===== src/rtl/irq_req_capture.sv =====
// Request capture front end for the 4-to-2 priority encoder: synchronises four async
// request lines, latches events as pending bits and drives the masked encoder inputs.
module irq_req_capture #(
    parameter int SYNC_STAGES = 2,
    parameter bit EDGE_MODE   = 1'b1
) (
    input  logic       clk,
    input  logic       rst_n,
    input  logic [3:0] req_in,
    input  logic [3:0] mask,
    input  logic       ack,
    input  logic [1:0] ack_idx,
    input  logic       ovf_clr,
    output logic       a0,
    output logic       a1,
    output logic       a2,
    output logic       a3,
    output logic [3:0] pending,
    output logic [3:0] overflow,
    output logic       ack_err
);
    logic [SYNC_STAGES-1:0][3:0] sync_q;
    logic [3:0] s;
    logic [3:0] s_d;
    logic [3:0] set_term;
    logic [3:0] clr_term;
    logic [3:0] ovf_new;
    logic [3:0] enc_in;

    // Synchroniser chain plus one-cycle history of its output for edge detection.
    always_ff @(posedge clk or negedge rst_n) begin
        if (!rst_n) begin
            sync_q <= '0;
            s_d    <= '0;
        end else begin
            sync_q[0] <= req_in;
            for (int k = 1; k < SYNC_STAGES; k++) begin
                sync_q[k] <= sync_q[k-1];
            end
            s_d <= s;
        end
    end

    assign s = sync_q[SYNC_STAGES-1];

    always_comb begin
        set_term = EDGE_MODE ? (s & ~s_d) : s;
        clr_term = ack ? (4'b0001 << ack_idx) : 4'b0000;
        // An event that lands while its bit is still pending and not being acked is lost.
        ovf_new  = set_term & pending & ~clr_term;
    end

    // Set wins over clear so a fresh event coinciding with its own ack is kept.
    always_ff @(posedge clk or negedge rst_n) begin
        if (!rst_n) begin
            pending  <= '0;
            overflow <= '0;
            ack_err  <= 1'b0;
        end else begin
            pending  <= (pending & ~clr_term) | set_term;
            overflow <= (overflow & ~{4{ovf_clr}}) | ovf_new;
            ack_err  <= ack & ~pending[ack_idx];
        end
    end

    assign enc_in = pending & ~mask;
    assign a0 = enc_in[0];
    assign a1 = enc_in[1];
    assign a2 = enc_in[2];
    assign a3 = enc_in[3];
endmodule


===== config.mk =====
export PLATFORM = sky130hd
export DESIGN_NAME = irq_req_capture
export DESIGN_NICKNAME = d
export VERILOG_FILES = /design/src/rtl/irq_req_capture.sv
export SDC_FILE = /design/constraint.sdc
export NUM_CORES = 1
export LEC_CHECK = 0
export CELL_PAD_IN_SITES_DETAIL_PLACEMENT = 2
export CELL_PAD_IN_SITES_GLOBAL_PLACEMENT = 2
export CORE_MARGIN = 8
export CORE_UTILIZATION = 29
export CTS_CLUSTER_SIZE = 10
export DETAILED_ROUTE_END_ITERATION = 7
export GPL_TIMING_DRIVEN = 0
export PLACE_DENSITY_LB_ADDON = 0.1
export SETUP_SLACK_MARGIN = 0.15
export SYNTH_ARGS = -nofsm -noshare
export SYNTH_HDL_FRONTEND = slang
export SYNTH_SLANG_ARGS = --single-unit

===== constraint.sdc =====
create_clock -name clk -period 2.7 [get_ports clk]
set_input_delay 0.81 -clock clk [delete_from_list [all_inputs] [get_ports clk]]
set_output_delay 0.81 -clock clk [all_outputs]
set_load 0.02 [all_outputs]

# [Word-level counts from Yosys, hierarchy flattened]
# Index checks and enable logic that the tools add are counted.
[op_classes] eq_ne=0 n_div=0 n_mul=0 shift=1 bitwise=14 order_cmp=1 muxes=3 reduce_logical=0 n_addsub=0
[op_table] operator="$and A4 B4 Y4" count=6
[op_table] operator="$not A4 Y4" count=4
[op_table] operator="$or A4 B4 Y4" count=2
[op_table] operator="$mux W4" count=1
[op_table] operator="$shl A1 B2 Y4 const A" count=1
[op_table] operator="$lt A2 B3 Y1 const B" count=1
[op_table] operator="$bmux W1 S2" count=1
[op_table] operator="$and A1 B1 Y1" count=1
[op_table] operator="$mux W1" count=1
[op_table] operator="$not A1 Y1" count=1
[totals] ramBits=0 romBits=0 input_bits=14 output_inout_bits=13 regBits=21 memories=0 latch_bits=0 elab_cells=25

# [Depth between registers and ports, before layout]
# Gate-level depths: netlist of the first run.
[depth] ltp_word=5 depth_mapped=2 depth_no_buf=2

# [Least setup slack after synthesis of the first run]
# Ideal clock, no wire load.
[synth_timing] path_type="input-to-output" start="in mask[0]" end="out a0" required_ns=1.890 path_slack_ns=0.800 stages=1 n_path_buf=0 arrival_time_ns=1.090 cell_sequence="nor2_1"
[synth_via] elab_chain_cells=2
[synth_lines] element="from (decl)" line="10" source="input logic [3:0] mask,"
[synth_lines] element="$not A4 Y4" line="66" source="assign enc_in = pending & ~mask;"
[synth_lines] element="$and A4 B4 Y4" line="66"
[synth_lines] element="to (decl)" line="14" source="output logic a0,"
# No other way between the ends.

# [Final worst setup path of the first run]
[layout_timing] start="in mask[3]" end="out a3"
[layout_via] elab_chain_cells=2
[layout_lines] element="$not A4 Y4" line="66"
[layout_lines] element="$and A4 B4 Y4" line="66"
[layout_lines] element="to (decl)" line="17" source="output logic a3,"
# No other way between the ends.

==> results.sh, run 1 <==
export IMPL_synthesis_nets=65
export IMPL_post_cts_setup_buffer_count=0
export IMPL_antenna_left=0
export IMPL_cts_sinks=21
export IMPL_synth_top_family_by_area="simple AND/OR/NAND/NOR gates"
export IMPL_synthAdderAreaFrac_pct=0
export IMPL_synthTopCellsByArea="dfrtp_1 (73%), o41ai_1 (4.9%), inv_1 (4.2%)"
export IMPL_grt_first_pass_wirelength_mm=2.84
export IMPL_row_count=18
export IMPL_fill_cells=253
export IMPL_ioPinCount=27
export IMPL_path_class="in2out"
export IMPL_dieArea_um2=4330
export IMPL_setup_tns_ns=0
export IMPL_antenna_found_initial=0
export IMPL_status="finished, final reports clean"
export IMPL_drive_gt1_share_pct=8.64
export IMPL_reg2reg_slack_ns=1.64
export IMPL_power_density_nw_per_um2=602
export IMPL_fin_crit_ns=2.45
export IMPL_worstMarginPinSlew_ns=0.904
export IMPL_crit_path_start_kind="primary input"
export IMPL_start_util_pct=29.9
export IMPL_clkLatencyLatePin_ns=0.30
export IMPL_wl_per_cell_um=15.7
export IMPL_slew_headroom_pct=39.6
export IMPL_cts_buffers_inserted=3
export IMPL_grt_total_usage_pct=8.76
export IMPL_vias=525
export IMPL_ys_warnings_count=0
export IMPL_dieHeight_um=65.8
export IMPL_synth_xor_area_share_pct=0
export IMPL_end_kind="primary output"
export IMPL_drc=0
export IMPL_final_max_slew_viol_count=0
export IMPL_syn_instance_count=51
export IMPL_first_pass_iters=2
export IMPL_fmax_mhz=408
export IMPL_place_gp_congestion=0.723
export IMPL_grt_overflow=0
export IMPL_io_buffers=26
export IMPL_rsz0062_at_grt="false"
export IMPL_ys_seq_elements=21
export IMPL_finish_utilization_pct=43.1
export IMPL_synth_simple_gate_area_share_pct=11.3
export IMPL_clk_path_buf_depth=2
export IMPL_fin_skew_ns=0.00199
export IMPL_fin_nets=96
export IMPL_die_w_um=65.8
export IMPL_hold_viol=0
export IMPL_hold_path_class="reg2reg"
export IMPL_cts_tree="built"
export IMPL_syn_area_um2=719
export IMPL_netlist_area_leader_share_pct=73.0
export IMPL_setup_viol=0
export IMPL_coreArea_um2=2410
export IMPL_clkTransAtPathRegs_ns=0.11
export IMPL_synth_distinct_cells=11
export IMPL_cp_required_ns=1.89
export IMPL_htree_levels=1
export IMPL_synth_compound_area_share_pct=8.35
export IMPL_antennaDiodeCount=0
export IMPL_cp_max_fo=1
export IMPL_postCtsHoldBufs=0
export IMPL_drt_iter0_drc=9
export IMPL_ir_worst_vdd_uv=313
export IMPL_place_hpwl_mm=1.36
export IMPL_yosys_mux_area_fraction_pct=3.13
export IMPL_layout_area_overhead_vs_synth_pct=44.3
export IMPL_grt_pass1_vias=584
export IMPL_maxCapViolCount=0
export IMPL_wirelength_mm=1.74
export IMPL_grt_max_degree=22
export IMPL_period_share_pct=90.7
export IMPL_viasPerCell=4.73
export IMPL_cts_root_buf="clkbuf_4"
export IMPL_yosysTopAreaCell="dfrtp_1"
export IMPL_syn_area_per_cell_um2=14.1
export IMPL_seq_area_frac_synth_pct=73.0
export IMPL_leakagePower_nw=0.478
export IMPL_worst_ep_arrival_time_ns=1.64
[cell type report]
class	instances	area, µm²	share of cell area [%]
clock buffer	4	26.3	2.53
timing repair buffer	26	255	24.6
sequential	21	526	50.6
inverter	8	30.0	2.89
tap	30	37.5	3.61
multi-input combinational	22	164	15.8
[layer usage]
metal	GRT usage [%]	part of all wire, %	vias to the layer above
met1	9.75	40	264
met2	13.8	49	21
li1	-	-	236
met4	5.45	1.8	0
met5	0	0	-
met3	3.39	9.0	4
[synth_stat cells]
master,instances
dfrtp_1,21
inv_1,8
nand2b_1,4
nor2_1,4
o22ai_1,4
o41ai_1,4
and3b_2,2
and3_2,1
mux4_2,1
nor2b_1,1
nor3b_1,1
[power breakdown]
group,total (mW),switching (mW),internal (mW)
combinational,0.123,0.0616,0.0618
clock,0.150,0.0926,0.0576
sequential,0.351,0.0133,0.338
[state kept, by name (all words and copies together), names as in the netlist]
name / flops
ack_err: 1
s_d: 4
pending: 4
overflow: 4
sync_q: 4
s: 4
[cell usage in the layout (no fill, tap or decap)]
cell / instances
clkdlybuf4s50_1: 22
dfrtp_1: 21
inv_1: 8
nand2b_1: 4
o41ai_1: 4
o22ai_1: 4
nor2_1: 4
dlygate4sd2_1: 4
clkbuf_4: 3
and3b_2: 2
nor3b_1: 1
and3_2: 1
mux4_2: 1
nor2b_1: 1
clkbuf_1: 1
[logic make-up (layout without fill, tap and decap cells)]
group / count (synthesis) / count (layout)
flops: 21 / 21
mux: 1 / 1
compound gates: 8 / 8
buf+inv: 8 / 38
simple gates: 13 / 13
[final timing paths]
kind,startpoint,endpoint,cells past startpoint
worst max-delay path,mask[3],a3,3
worst min-delay path,sync_q[0],s[0],0
worst max register to register,pending[2],ack_err,2
worst min register to register,sync_q[0],s[0],0
max in group asynchronous,rst_n,s_d[0],1
min in group asynchronous,rst_n,ack_err,1
[per-stage QoR]
stage | instances | hold WS, ns | cell area (µm²) | total power [mW] | worst slack, ns
2_1_floorplan | 51 | 0.331 | 719 | 0.408 | 0.800
3_3_place_gp | 107 | 0.334 | 1020 | 0.484 | -0.0102
6_report | 111 | 0.367 | 1040 | 0.625 | 0.252
5_1_grt | 111 | 0.385 | 1040 | 0.658 | 0.206
4_1_cts | 111 | 0.374 | 1040 | 0.637 | 0.239
3_5_place_dp | 107 | 0.336 | 1020 | 0.488 | -0.0393
[what timing repair did]
action | 4_1_cts | 5_1_grt
endpoints found under the hold margin | 0 | 0
endpoints found under the setup margin | 4 | 0
gates resized for setup | 4 | 0
[critical path, stage by stage]
cell and delay, ns:
clkdlybuf4s50_1 0.41, nor2_1 0.08, dlygate4sd2_1 0.34
(Power assumes the default switching activity.)
==> run 2, diff against run 1 <==
--- a/config.mk
+++ b/config.mk
@@ -11,7 +11,6 @@
 export CORE_UTILIZATION = 29
 export CTS_CLUSTER_SIZE = 10
 export DETAILED_ROUTE_END_ITERATION = 7
-export GPL_TIMING_DRIVEN = 0
 export PLACE_DENSITY_LB_ADDON = 0.1
 export SETUP_SLACK_MARGIN = 0.15
 export SYNTH_ARGS = -nofsm -noshare
==> run 2 against run 1 <==
Against the previous run: register-to-register slack about the same; maximum frequency is 0.15% lower; largest power group unchanged; combinational power barely moved; count of clock-buffer cells in the layout shrank 1; largest cell class unchanged.
==> results.sh, run 2 (synthesis gave the netlist of run 1 again) <==
export IMPL_power_density_nw_per_um2=597
export IMPL_io_buffers=26
export IMPL_wl_met3_um=143
export IMPL_ir_worst_vdd_uv=317
export IMPL_dieHeight_um=65.8
export IMPL_r2r_cells=2
export IMPL_worst_ep_arrival_time_ns=1.64
export IMPL_r2r_start="pending[3]"
export IMPL_end_kind="primary output"
export IMPL_cp_required_ns=1.89
export IMPL_coreArea_um2=2410
export IMPL_endpoint="a3"
export IMPL_drive_gt1_share_pct=11.0
export IMPL_fin_crit_ns=2.45
export IMPL_leakagePower_nw=0.485
export IMPL_row_count=18
export IMPL_cts_root_buf="clkbuf_4"
export IMPL_worstMarginPinSlew_ns=0.339
export IMPL_wl_per_cell_um=15.6
export IMPL_grt_max_degree=22
export IMPL_ioPinCount=27
export IMPL_final_max_slew_viol_count=0
export IMPL_finish_utilization_pct=43.5
export IMPL_vias=519
export IMPL_first_pass_iters=2
export IMPL_cts_sinks=21
export IMPL_antenna_left=0
export IMPL_fmax_mhz=408
export IMPL_clkTransAtPathRegs_ns=0.11
export IMPL_place_gp_congestion=0.730
export IMPL_antenna_found_initial=0
export IMPL_fin_cells=112
export IMPL_drt_iter0_drc=6
export IMPL_cts_tree="built"
export IMPL_cp_max_fo=1
export IMPL_antennaDiodeCount=0
export IMPL_dp_cells=108
export IMPL_grt_total_usage_pct=9.12
export IMPL_drc=0
export IMPL_hold_viol=0
export IMPL_setup_viol=0
export IMPL_holdCritStartpoint="sync_q[3]"
export IMPL_dpl_cell_area_um2=1020
export IMPL_period_share_pct=90.8
export IMPL_reg2reg_to="ack_err"
export IMPL_path_class="in2out"
export IMPL_dieArea_um2=4330
export IMPL_setup_tns_ns=0
export IMPL_htree_levels=1
export IMPL_reg2reg_slack_ns=1.63
export IMPL_die_w_um=65.8
export IMPL_post_cts_setup_buffer_count=0
export IMPL_clkLatencyLatePin_ns=0.30
export IMPL_slew_headroom_pct=77.1
export IMPL_final_common_cell="clkdlybuf4s50_1"
export IMPL_crit_start="mask[3]"
export IMPL_fin_nets=97
export IMPL_start_util_pct=29.9
export IMPL_cts_buffers_inserted=3
export IMPL_place_hpwl_mm=1.35
export IMPL_viasPerCell=4.63
export IMPL_grt_pass1_vias=588
export IMPL_fin_area_um2=1050
export IMPL_fin_skew_ns=0.00428
export IMPL_hold_path_class="reg2reg"
export IMPL_grt_first_pass_wirelength_mm=2.91
export IMPL_wirelength_mm=1.75
export IMPL_grt_overflow=0
export IMPL_crit_path_start_kind="primary input"
export IMPL_wl_met2_um=838
export IMPL_final_cell_mix="clkdlybuf4s50_1 (22), dfrtp_1 (21), inv_1 (8)"
export IMPL_layout_area_overhead_vs_synth_pct=45.6
export IMPL_rsz0062_at_grt="false"
export IMPL_top_layer="met4"
export IMPL_wirelength_met1_um=721
export IMPL_status="finished, final reports clean"
export IMPL_maxCapViolCount=0
export IMPL_clk_path_buf_depth=2
[run 2: cell types whose count changed in the layout (fill, tap and decap cells not counted)]
| cell | change |
|---|---|
| buf_4 | +1 |
| clkbuf_1 | -1 |
| clkinv_2 | +1 |
[run 2: what timing repair did]
action,4_1_cts,5_1_grt
gates resized for setup,4,0
setup endpoints to repair,4,0
hold buffers,0,0
[run 2: how the worst min path moves through the flow]
| stage | cells after the start | to | slack (ns) |
|---|---|---|---|
| 2_1_floorplan | 0 | s[0] | 0.33 |
| 3_3_place_gp | 0 | s[0] | 0.33 |
| 3_5_place_dp | 0 | s[0] | 0.34 |
| 4_1_cts | 0 | s[0] | 0.37 |
| 5_1_grt | 0 | s[0] | 0.37 |
| 6_report | 0 | s[3] | 0.36 |
[run 2: critical path, stage by stage]
cell and delay (ns):
clkdlybuf4s50_1 0.40, nor2_1 0.09, dlygate4sd2_1 0.34
[run 2: routing by layer]
layer	track usage, %	vias to the layer above
met5	0	-
met4	5.72	0
met3	3.22	5
met2	13.9	20
met1	10.7	258
li1	-	236
[run 2: where the power goes]
| group | internal, mW | leakage [nW] | switching (mW) |
|---|---|---|---|
| Sequential | 0.338 | 0.245 | 0.0129 |
| Clock | 0.0553 | 0.0177 | 0.0935 |
| Combinational | 0.0628 | 0.222 | 0.0623 |
| Total | 0.456 | 0.485 | 0.169 |
[run 2: per-stage QoR]
stage / hold WS, ns / setup WS, ns / total power, mW
2_1_floorplan: 0.331 / 0.800 / 0.408
3_3_place_gp: 0.332 / -0.00760 / 0.486
3_5_place_dp: 0.338 / -0.0439 / 0.490
4_1_cts: 0.365 / 0.233 / 0.638
5_1_grt: 0.369 / 0.173 / 0.663
6_report: 0.364 / 0.248 / 0.625
[run 2: cell type report]
cell class | instances | area, µm²
Timing Repair Buffer | 27 | 263
Sequential cell | 21 | 526
Clock inverter | 1 | 5.00
Tap cell | 30 | 37.5
Inverter | 8 | 30.0
Clock buffer | 3 | 22.5
Multi-Input combinational cell | 22 | 164
Fill cell | 248 | 1360
